===== src/rtl/mem_pkg.sv =====
// Shared store-path definitions: access-size encodings, byte-enable width
// and the packed lane payload that forms the tail of each write-buffer entry.
package mem_pkg;

    localparam int BE_W   = 4;
    localparam int DATA_W = 32;

    typedef enum logic [1:0] {
        SZ_BYTE = 2'b00,
        SZ_HALF = 2'b01,
        SZ_WORD = 2'b10,
        SZ_RSVD = 2'b11
    } size_e;

    // A write-buffer entry is {addr, wdata, be}; the address part depends on ADDR_W
    // and is therefore prepended by the owner of the buffer.
    typedef struct packed {
        logic [DATA_W-1:0] wdata;
        logic [BE_W-1:0]   be;
    } lane_t;

endpackage


===== src/rtl/store_lane_pack.sv =====
// Combinational store packer: replicates data across byte lanes and builds the
// byte-enable mask. Misaligned half/word detection exists only with STORE_MISALIGN_TRAP_EN.
module store_lane_pack
    import mem_pkg::*;
(
    input  logic [1:0]        addr,
    input  logic [DATA_W-1:0] data,
    input  size_e             size,
    output lane_t             lane,
    output logic              misalign_c,
    output logic              size_err_c
);

    always_comb begin
        // NOTE: every output gets a default first so no path through the case infers a latch.
        lane       = '0;
        misalign_c = 1'b0;
        size_err_c = 1'b0;
        case (size)
            SZ_BYTE: begin
                lane.wdata = {4{data[7:0]}};
                lane.be    = 4'b0001 << addr;
            end
            SZ_HALF: begin
                lane.wdata = {2{data[15:0]}};
                lane.be    = addr[1] ? 4'b1100 : 4'b0011;
`ifdef STORE_MISALIGN_TRAP_EN
                misalign_c = addr[0];
`endif
            end
            SZ_WORD: begin
                lane.wdata = data;
                lane.be    = 4'b1111;
`ifdef STORE_MISALIGN_TRAP_EN
                misalign_c = (addr != 2'b00);
`endif
            end
            SZ_RSVD: size_err_c = 1'b1;
        endcase
    end

endmodule


===== src/rtl/store_align.sv =====
// Store-side lane packer with a DEPTH-entry posted-write buffer in front of the data memory.
// Define STORE_MISALIGN_TRAP_EN to drop misaligned half/word stores and pulse misalign.
module store_align
    import mem_pkg::*;
#(
    parameter int ADDR_W = 32,
    parameter int DEPTH  = 2
) (
    input  logic              clk,
    input  logic              rst,
    input  logic              req_valid,
    output logic              req_ready,
    input  logic [ADDR_W-1:0] req_addr,
    input  logic [DATA_W-1:0] req_data,
    input  logic [1:0]        req_size,
    output logic              mem_valid,
    input  logic              mem_ready,
    output logic [ADDR_W-1:0] mem_addr,
    output logic [DATA_W-1:0] mem_wdata,
    output logic [BE_W-1:0]   mem_be,
    output logic              misalign,
    output logic              size_err
);

    localparam int PTR_W = $clog2(DEPTH);
    localparam int CNT_W = $clog2(DEPTH + 1);

    typedef struct packed {
        logic [ADDR_W-3:0] waddr;
        lane_t             lane;
    } entry_t;

    entry_t           fifo_mem [DEPTH];
    entry_t           head;
    logic [PTR_W-1:0] wr_ptr;
    logic [PTR_W-1:0] rd_ptr;
    logic [CNT_W-1:0] count;

    lane_t lane;
    logic  misalign_c;
    logic  size_err_c;
    logic  push;
    logic  enq;
    logic  pop;

    store_lane_pack u_pack (
        .addr       (req_addr[1:0]),
        .data       (req_data),
        .size       (size_e'(req_size)),
        .lane       (lane),
        .misalign_c (misalign_c),
        .size_err_c (size_err_c)
    );

    // Flow control comes from the registered count only, so a pop never re-opens req_ready in the same cycle.
    assign req_ready = (count != CNT_W'(DEPTH));
    assign mem_valid = (count != '0);

    assign push = req_valid & req_ready;
    assign enq  = push & ~misalign_c & ~size_err_c;
    assign pop  = mem_valid & mem_ready;

    // Head is masked while empty so the port reads zero instead of stale or unwritten storage.
    assign head      = fifo_mem[rd_ptr];
    assign mem_addr  = mem_valid ? {head.waddr, 2'b00} : '0;
    assign mem_wdata = mem_valid ? head.lane.wdata : '0;
    assign mem_be    = mem_valid ? head.lane.be : '0;

    always_ff @(posedge clk) begin
        // NOTE: registered state uses non-blocking assignments so every reader sees the pre-edge value.
        if (rst) begin
            wr_ptr   <= '0;
            rd_ptr   <= '0;
            count    <= '0;
            size_err <= 1'b0;
`ifdef STORE_MISALIGN_TRAP_EN
            misalign <= 1'b0;
`endif
        end else begin
            if (enq) wr_ptr <= wr_ptr + PTR_W'(1);
            if (pop) rd_ptr <= rd_ptr + PTR_W'(1);
            case ({enq, pop})
                2'b10:   count <= count + CNT_W'(1);
                2'b01:   count <= count - CNT_W'(1);
                default: ;
            endcase
            size_err <= push & size_err_c;
`ifdef STORE_MISALIGN_TRAP_EN
            misalign <= push & misalign_c;
`endif
        end
    end

`ifndef STORE_MISALIGN_TRAP_EN
    assign misalign = 1'b0;
`endif

    // NOTE: the storage array is not reset; the count decides which entries are live.
    always_ff @(posedge clk) begin
        if (enq) fifo_mem[wr_ptr] <= {req_addr[ADDR_W-1:2], lane};
    end

endmodule


===== config.mk =====
export PLATFORM = sky130hd
export DESIGN_NAME = store_align
export DESIGN_NICKNAME = d
export VERILOG_FILES = /design/src/rtl/mem_pkg.sv /design/src/rtl/store_lane_pack.sv /design/src/rtl/store_align.sv
export SDC_FILE = /design/constraint.sdc
export NUM_CORES = 1
export LEC_CHECK = 0
export ABC_AREA = 0
export BUFFER_PORTS_ARGS = -buffer_cell sky130_fd_sc_hd__buf_2
export CORE_UTILIZATION = 57
export CTS_CLUSTER_SIZE = 25
export DETAILED_ROUTE_END_ITERATION = 6
export PLACE_DENSITY = 0.85
export SLEW_MARGIN = 20
export SYNTH_ARGS = -nofsm -noshare
export SYNTH_HDL_FRONTEND = slang
export SYNTH_HIERARCHICAL = 1
export SYNTH_SLANG_ARGS = --single-unit

===== constraint.sdc =====
create_clock -name clk -period 7.6 [get_ports clk]
set_input_delay 1.14 -clock clk [delete_from_list [all_inputs] [get_ports clk]]
set_output_delay 1.14 -clock clk [all_outputs]
set_load 0.01 [all_outputs]

# Yosys cells after proc, flatten, opt, wreduce, memory -nomap -nowiden
# Memories as Yosys holds them, arrays and structs flattened. A register that Yosys moved wholly into a read port is not among the register bits.
# Index checks and enable logic that the tools add are counted.
totals:
  reg_bits: 5
  ram_bits: 132
  in_bits: 70
  output_inout_bits: 72
  elab_cells: 35
  memories: 1
memory_table:
  columns: ["memory", "depth", "word_bits", "read_ports", "rd_clocked_by_memory_dff", "write_ports", "line_no", "rtl"]
  rows:
  - ["fifo_mem", 2, 66, 1, 1, 1, "store_align.sv:33", "entry_t fifo_mem [DEPTH];"]
op_classes:
  n_addsub: 4
  eq_ne: 6
  shifts: 1
  mux: 11
  n_bitwise: 5
  reduce_logical: 3
ops:
  columns: ["operator", "n"]
  rows:
  - ["$pmux 36 s3", 1]
  - ["$mux 32", 2]
  - ["$mux 4", 2]
  - ["$eq 2x2->1 const B", 3]
  - ["$mux 1", 5]
  - ["$and 1x1->1", 4]
  - ["$eq 2x1->1 const B", 2]
  - ["$pmux 2 s2", 1]
  - ["$reduce_bool 2->1", 2]
  - ["$shl 1x2->4 const A", 1]
  - ["$add 1x1->1 const B", 2]
  - ["$add 2x1->2 const B", 1]
  - ["$logic_not 2->1", 1]
  - ["$ne 2x2->1 const B", 1]
  - ["$sub 2x1->2 const B", 1]
  - ["$not 1->1", 1]

# Depth between registers and ports, before layout
logic_depth:
  word_depth: 6
  ltp_mapped: 10
  mapped_depth_nobuf: 8

# By module
# Netlist, hierarchy kept.
modules_own_cells:
  columns: ["mod", "n_inst", "cells_each", "area_per_inst_um2"]
  rows:
  - ["store_align", 1, 313, 5247.5]
  - ["store_lane_pack", 1, 87, 514.2]

# Least setup slack after synthesis
# No wires, ideal clock.
synth_path:
  path_type: "input to register"
  from: "input req_size[1]"
  to: "memory fifo_mem[0][0] in the netlist's numbering, enable pin"
  setup_ps: 490
  arrival_time_ps: 4543
  required_ps: 7110
  setup_slack_ps: 2567
  stages: 7
  path_buffers: 2
  path_cell_list: "buf_6 -> buf_12 -> nand2_4 -> inv_1 -> nor2_1 -> nand3_2 -> nor2_1"
synth_via:
  elab_chain_len: 6
synth_rtl:
  columns: ["item", "line_no", "rtl"]
  rows:
  - ["start, declared", "store_align.sv:15", "input logic [1:0] req_size,"]
  - ["$eq 2x2->1", "store_lane_pack.sv:19", "case (size)"]
  - ["$mux 1", "store_lane_pack.sv:19", null]
  - ["net size_err_c", "store_align.sv:41", "logic size_err_c;"]
  - ["$not 1->1", "store_align.sv:60", "assign enq = push & ~misalign_c & ~size_err_c;"]
  - ["$and 1x1->1", "store_align.sv:60", null]
  - ["$mux 1", "store_align.sv:100", "if (enq) fifo_mem[wr_ptr] <= {req_addr[ADDR_W-1:2], lane};"]
  - ["$mux 1 (implied by the code)", "store_align.sv:100", null]
  - ["end, declared", "store_align.sv:33", null]
# The timed path passes the listed nets, and every way through them passes these cells.

# Worst setup path after layout
layout_path:
  from: "register count[1]"
  to: "output mem_wdata[10]"
layout_via:
  elab_chain_len: 2
layout_rtl:
  columns: ["item", "line_no", "rtl"]
  rows:
  - ["start, declared", "store_align.sv:37", "logic [CNT_W-1:0] count;"]
  - ["start signal, assigned", "store_align.sv:83", "2'b10: count <= count + CNT_W'(1);"]
  - ["start signal, assigned", "store_align.sv:84", "2'b01: count <= count - CNT_W'(1);"]
  - ["$reduce_bool 2->1", "store_align.sv:57", "assign mem_valid = (count != '0);"]
  - ["$mux 32", "store_align.sv:66", "assign mem_wdata = mem_valid ? head.lane.wdata : '0;"]
  - ["end, declared", "store_align.sv:19", "output logic [DATA_W-1:0] mem_wdata,"]
# Every way passes these cells.

==> impl_metrics.env <==
export IMPL_status="complete, no violations"
export IMPL_min_period_ns=3.198
export IMPL_path_cells="nor2_4 > buf_4 > nor2_1 > buf_2"
export IMPL_synth_seq_cells=138
export IMPL_post_route_drc_count=0
export IMPL_grt_overflow=0
export IMPL_antenna_found_initial=0
export IMPL_r2r_worst_path_cells=4
export IMPL_dp_cells=651
export IMPL_dr_pass1_iters=4
export IMPL_ioPinCount=142
export IMPL_grt_max_degree=67
export IMPL_fin_crit_sh_pct=42.08
export IMPL_min_to="rd_ptr"
export IMPL_drt_antenna_violating_nets=0
export IMPL_fmax_ghz=0.3127
export IMPL_cts_repair_resized=0
export IMPL_ys_top_cells_by_area="edfxtp_1 (69%), mux2i_1 (11%), nor2_1 (5.0%)"
export IMPL_cp_top_family="buffers and inverters"
export IMPL_track_usage_pct=21.25
export IMPL_r2r_start="count[0]"
export IMPL_tns_ns=0
export IMPL_p_leak_nw=2.777
export IMPL_die_height_um=102.5
export IMPL_die_area_mm2=0.01051
export IMPL_core_area_mm2=0.009774
export IMPL_cp_num_buf_inv=2
export IMPL_ys_top_cells_by_count="edfxtp_1 (132), nor2_1 (77), mux2i_1 (66)"
export IMPL_clock_skew_ns=0.006698
export IMPL_cts_root_buffer="clkbuf_8"
export IMPL_drive_gt1_share_pct=32.85
export IMPL_cp_end_kind="primary output"
export IMPL_max_slew_margin_rel_pct=42.60
export IMPL_crit_fanout=54
export IMPL_cts_tree="yes"
export IMPL_grt_pass1_wl_um=16070
export IMPL_grt_pass1_vias=3332
export IMPL_cts_buffer_depth=2
export IMPL_rr_endpoint="fifo_mem[1][64]"
export IMPL_gp_congestion=0.8801
export IMPL_synth_area_mm2=0.005762
export IMPL_area_growth_pct=23.56
export IMPL_initial_utilization_pct=58.95
export IMPL_critPathSlowestCell="buf_4"
export IMPL_routedWlPerCell_um=16.12
export IMPL_syn_inst=400
export IMPL_worst_endpoint_required_ns=6.46
export IMPL_min_delay_start="rd_ptr"
export IMPL_cts_setup_buffers=0
export IMPL_power_density_mw_per_mm2=320.5
export IMPL_rsz0062_at_grt="false"
export IMPL_port_buffers=138
export IMPL_clk_pin_slew_ns=0.06
export IMPL_critPathArrivalTime_ns=2.06
export IMPL_rrSetupSlack_ns=5.56
export IMPL_maxSlewViolCount=0
export IMPL_nNetsFinal=609
export IMPL_yosys_warnings=6
export IMPL_maxCapViolCount=0
export IMPL_cts_made_buffers=17
export IMPL_ys_types=32
export IMPL_die_w_um=102.5
export IMPL_avgSynthCellArea_um2=14.40
export IMPL_synthArstFlopShare_pct=0
export IMPL_placementRows=36
export IMPL_hold_path_class="reg2reg"
export IMPL_slowest_delay_ns=0.52
export IMPL_cp_start_kind="flop"
export IMPL_setup_viol=0
export IMPL_cts_hold_buffers_added=0
export IMPL_hold_depth=2
export IMPL_peakVddDrop_mv=0.2132
export IMPL_dp_final_hpwl_um=6993
export IMPL_synth_enable_flop_cells=132
export IMPL_synth_largest_area_cell="edfxtp_1"
export IMPL_stdcell_count=684
export IMPL_yosysTopAreaCellShare_pct=68.79
export IMPL_vias_per_cell=5.385
export IMPL_antenna_cells=0
export IMPL_clk_latency_ns=0.51
export IMPL_synth_most_common_cell="edfxtp_1"
export IMPL_cts_max_level=4
export IMPL_hold_viol=0
export IMPL_synth_ff_type="edfxtp_1"
export IMPL_worstSetupPathType="reg2out"
export IMPL_wl_um=11020
export IMPL_drtIter0Drc=258
export IMPL_tightest_slew_ns=0.8610
export IMPL_ys_seq_area_share_pct=70.88
export IMPL_cts_sinks=138
export IMPL_dr_total_vias=3683
## tightest hold or removal path, stage by stage (launching register included)
cell and delay (ns):
dfxtp_1 0.33, xor2_1 0.08, nor2_1 0.07
## worst max path at each step
stage | from | endpoint | slack (ns) | cells past startpoint
floorplan | req_size[1] | fifo_mem[0][0] | 2.57 | 7
global placement | req_size[1] | fifo_mem[0][20] | 4.47 | 7
global route | count[1] | mem_addr[7] | 4.24 | 4
finish | count[1] | mem_wdata[10] | 4.40 | 4
detailed placement | req_size[1] | fifo_mem[1][63] | 4.37 | 7
CTS | flop | mem_wdata[14] | 4.23 | 3
## layout by cell type (no fill, tap or decap), types with 2 or more instances in the layout
cell type | synthesis | layout
mux2i_1 | 66 | 66
and2b_1 | 7 | 7
edfxtp_1 | 132 | 132
and2_1 | 8 | 8
a21oi_1 | 21 | 21
clkinv_4 | 0 | 2
clkbuf_1 | 4 | 2
clkinvlp_4 | 0 | 4
inv_6 | 0 | 3
bufinv_16 | 0 | 3
dfxtp_1 | 6 | 5
buf_2 | 8 | 138
conb_1 | 2 | 4
inv_1 | 6 | 6
o21ai_0 | 12 | 12
nor2b_1 | 2 | 2
buf_4 | 9 | 3
clkbuf_16 | 0 | 16
xor2_1 | 2 | 2
nand2_1 | 8 | 8
nor2_1 | 77 | 74
nor2_4 | 1 | 4
o21ai_1 | 8 | 8
a21o_1 | 8 | 8
## registers in the layout, indices dropped and copies added, names as in the netlist, named ones only
| register | count |
|---|---|
| fifo_mem | 132 |
| count | 2 |
| rd_ptr | 1 |
| size_err | 1 |
| wr_ptr | 1 |
## kinds of logic after synthesis
family	share of synthesized area (%)
AOI/OAI and AO/OA	4.604
xor gates and xnor gates	0.4561
adders and majority gates	0.2171
buffers and inverters	3.409
DFF	70.88
muxes	11.66
other	0.1303
and+or+nand+nor	8.643
## layer usage
| metal | share of wire, % | up-vias | global-route usage, % |
|---|---|---|---|
| met3 | 7.7 | 26 | 5.356 |
| met5 | 0 | - | 0 |
| met1 | 41 | 1723 | 27.52 |
| met2 | 49 | 215 | 34.31 |
| met4 | 2.4 | 0 | 9.231 |
| li1 | - | 1719 | - |
## area by class of cell
type / instances / area (um^2)
clock inverter: 13 / 168.9
clock buffer: 19 / 421.7
sequential: 138 / 4088
timing repair buffer: 142 / 740.7
tap: 133 / 166.4
fill: 649 / 2655
multi-input combinational: 233 / 1511
inverter: 6 / 22.52
## stage by stage
stage / instance area, um^2 / total power, mW / utilization [%] / hold WS (ns) / setup WS [ns]
CTS: 7092 / 2.291 / 72.56 / 0.5136 / 4.228
global route: 7119 / 2.392 / 72.84 / 0.5324 / 4.240
floorplan: 5769 / 1.292 / - / 0.4725 / 2.567
global placement: 6501 / 1.474 / 66.51 / 0.4859 / 4.469
detailed placement: 6501 / 1.486 / 66.51 / 0.4938 / 4.374
finish: 7119 / 2.282 / 72.84 / 0.5159 / 4.402
## power breakdown
part           internal [mW]  switching (mW)
logic                  0.227           0.322
registers              0.882          0.0400
clock network          0.503           0.307
total                   1.61           0.669
Note: power is estimated with default switching activity, not from simulation.
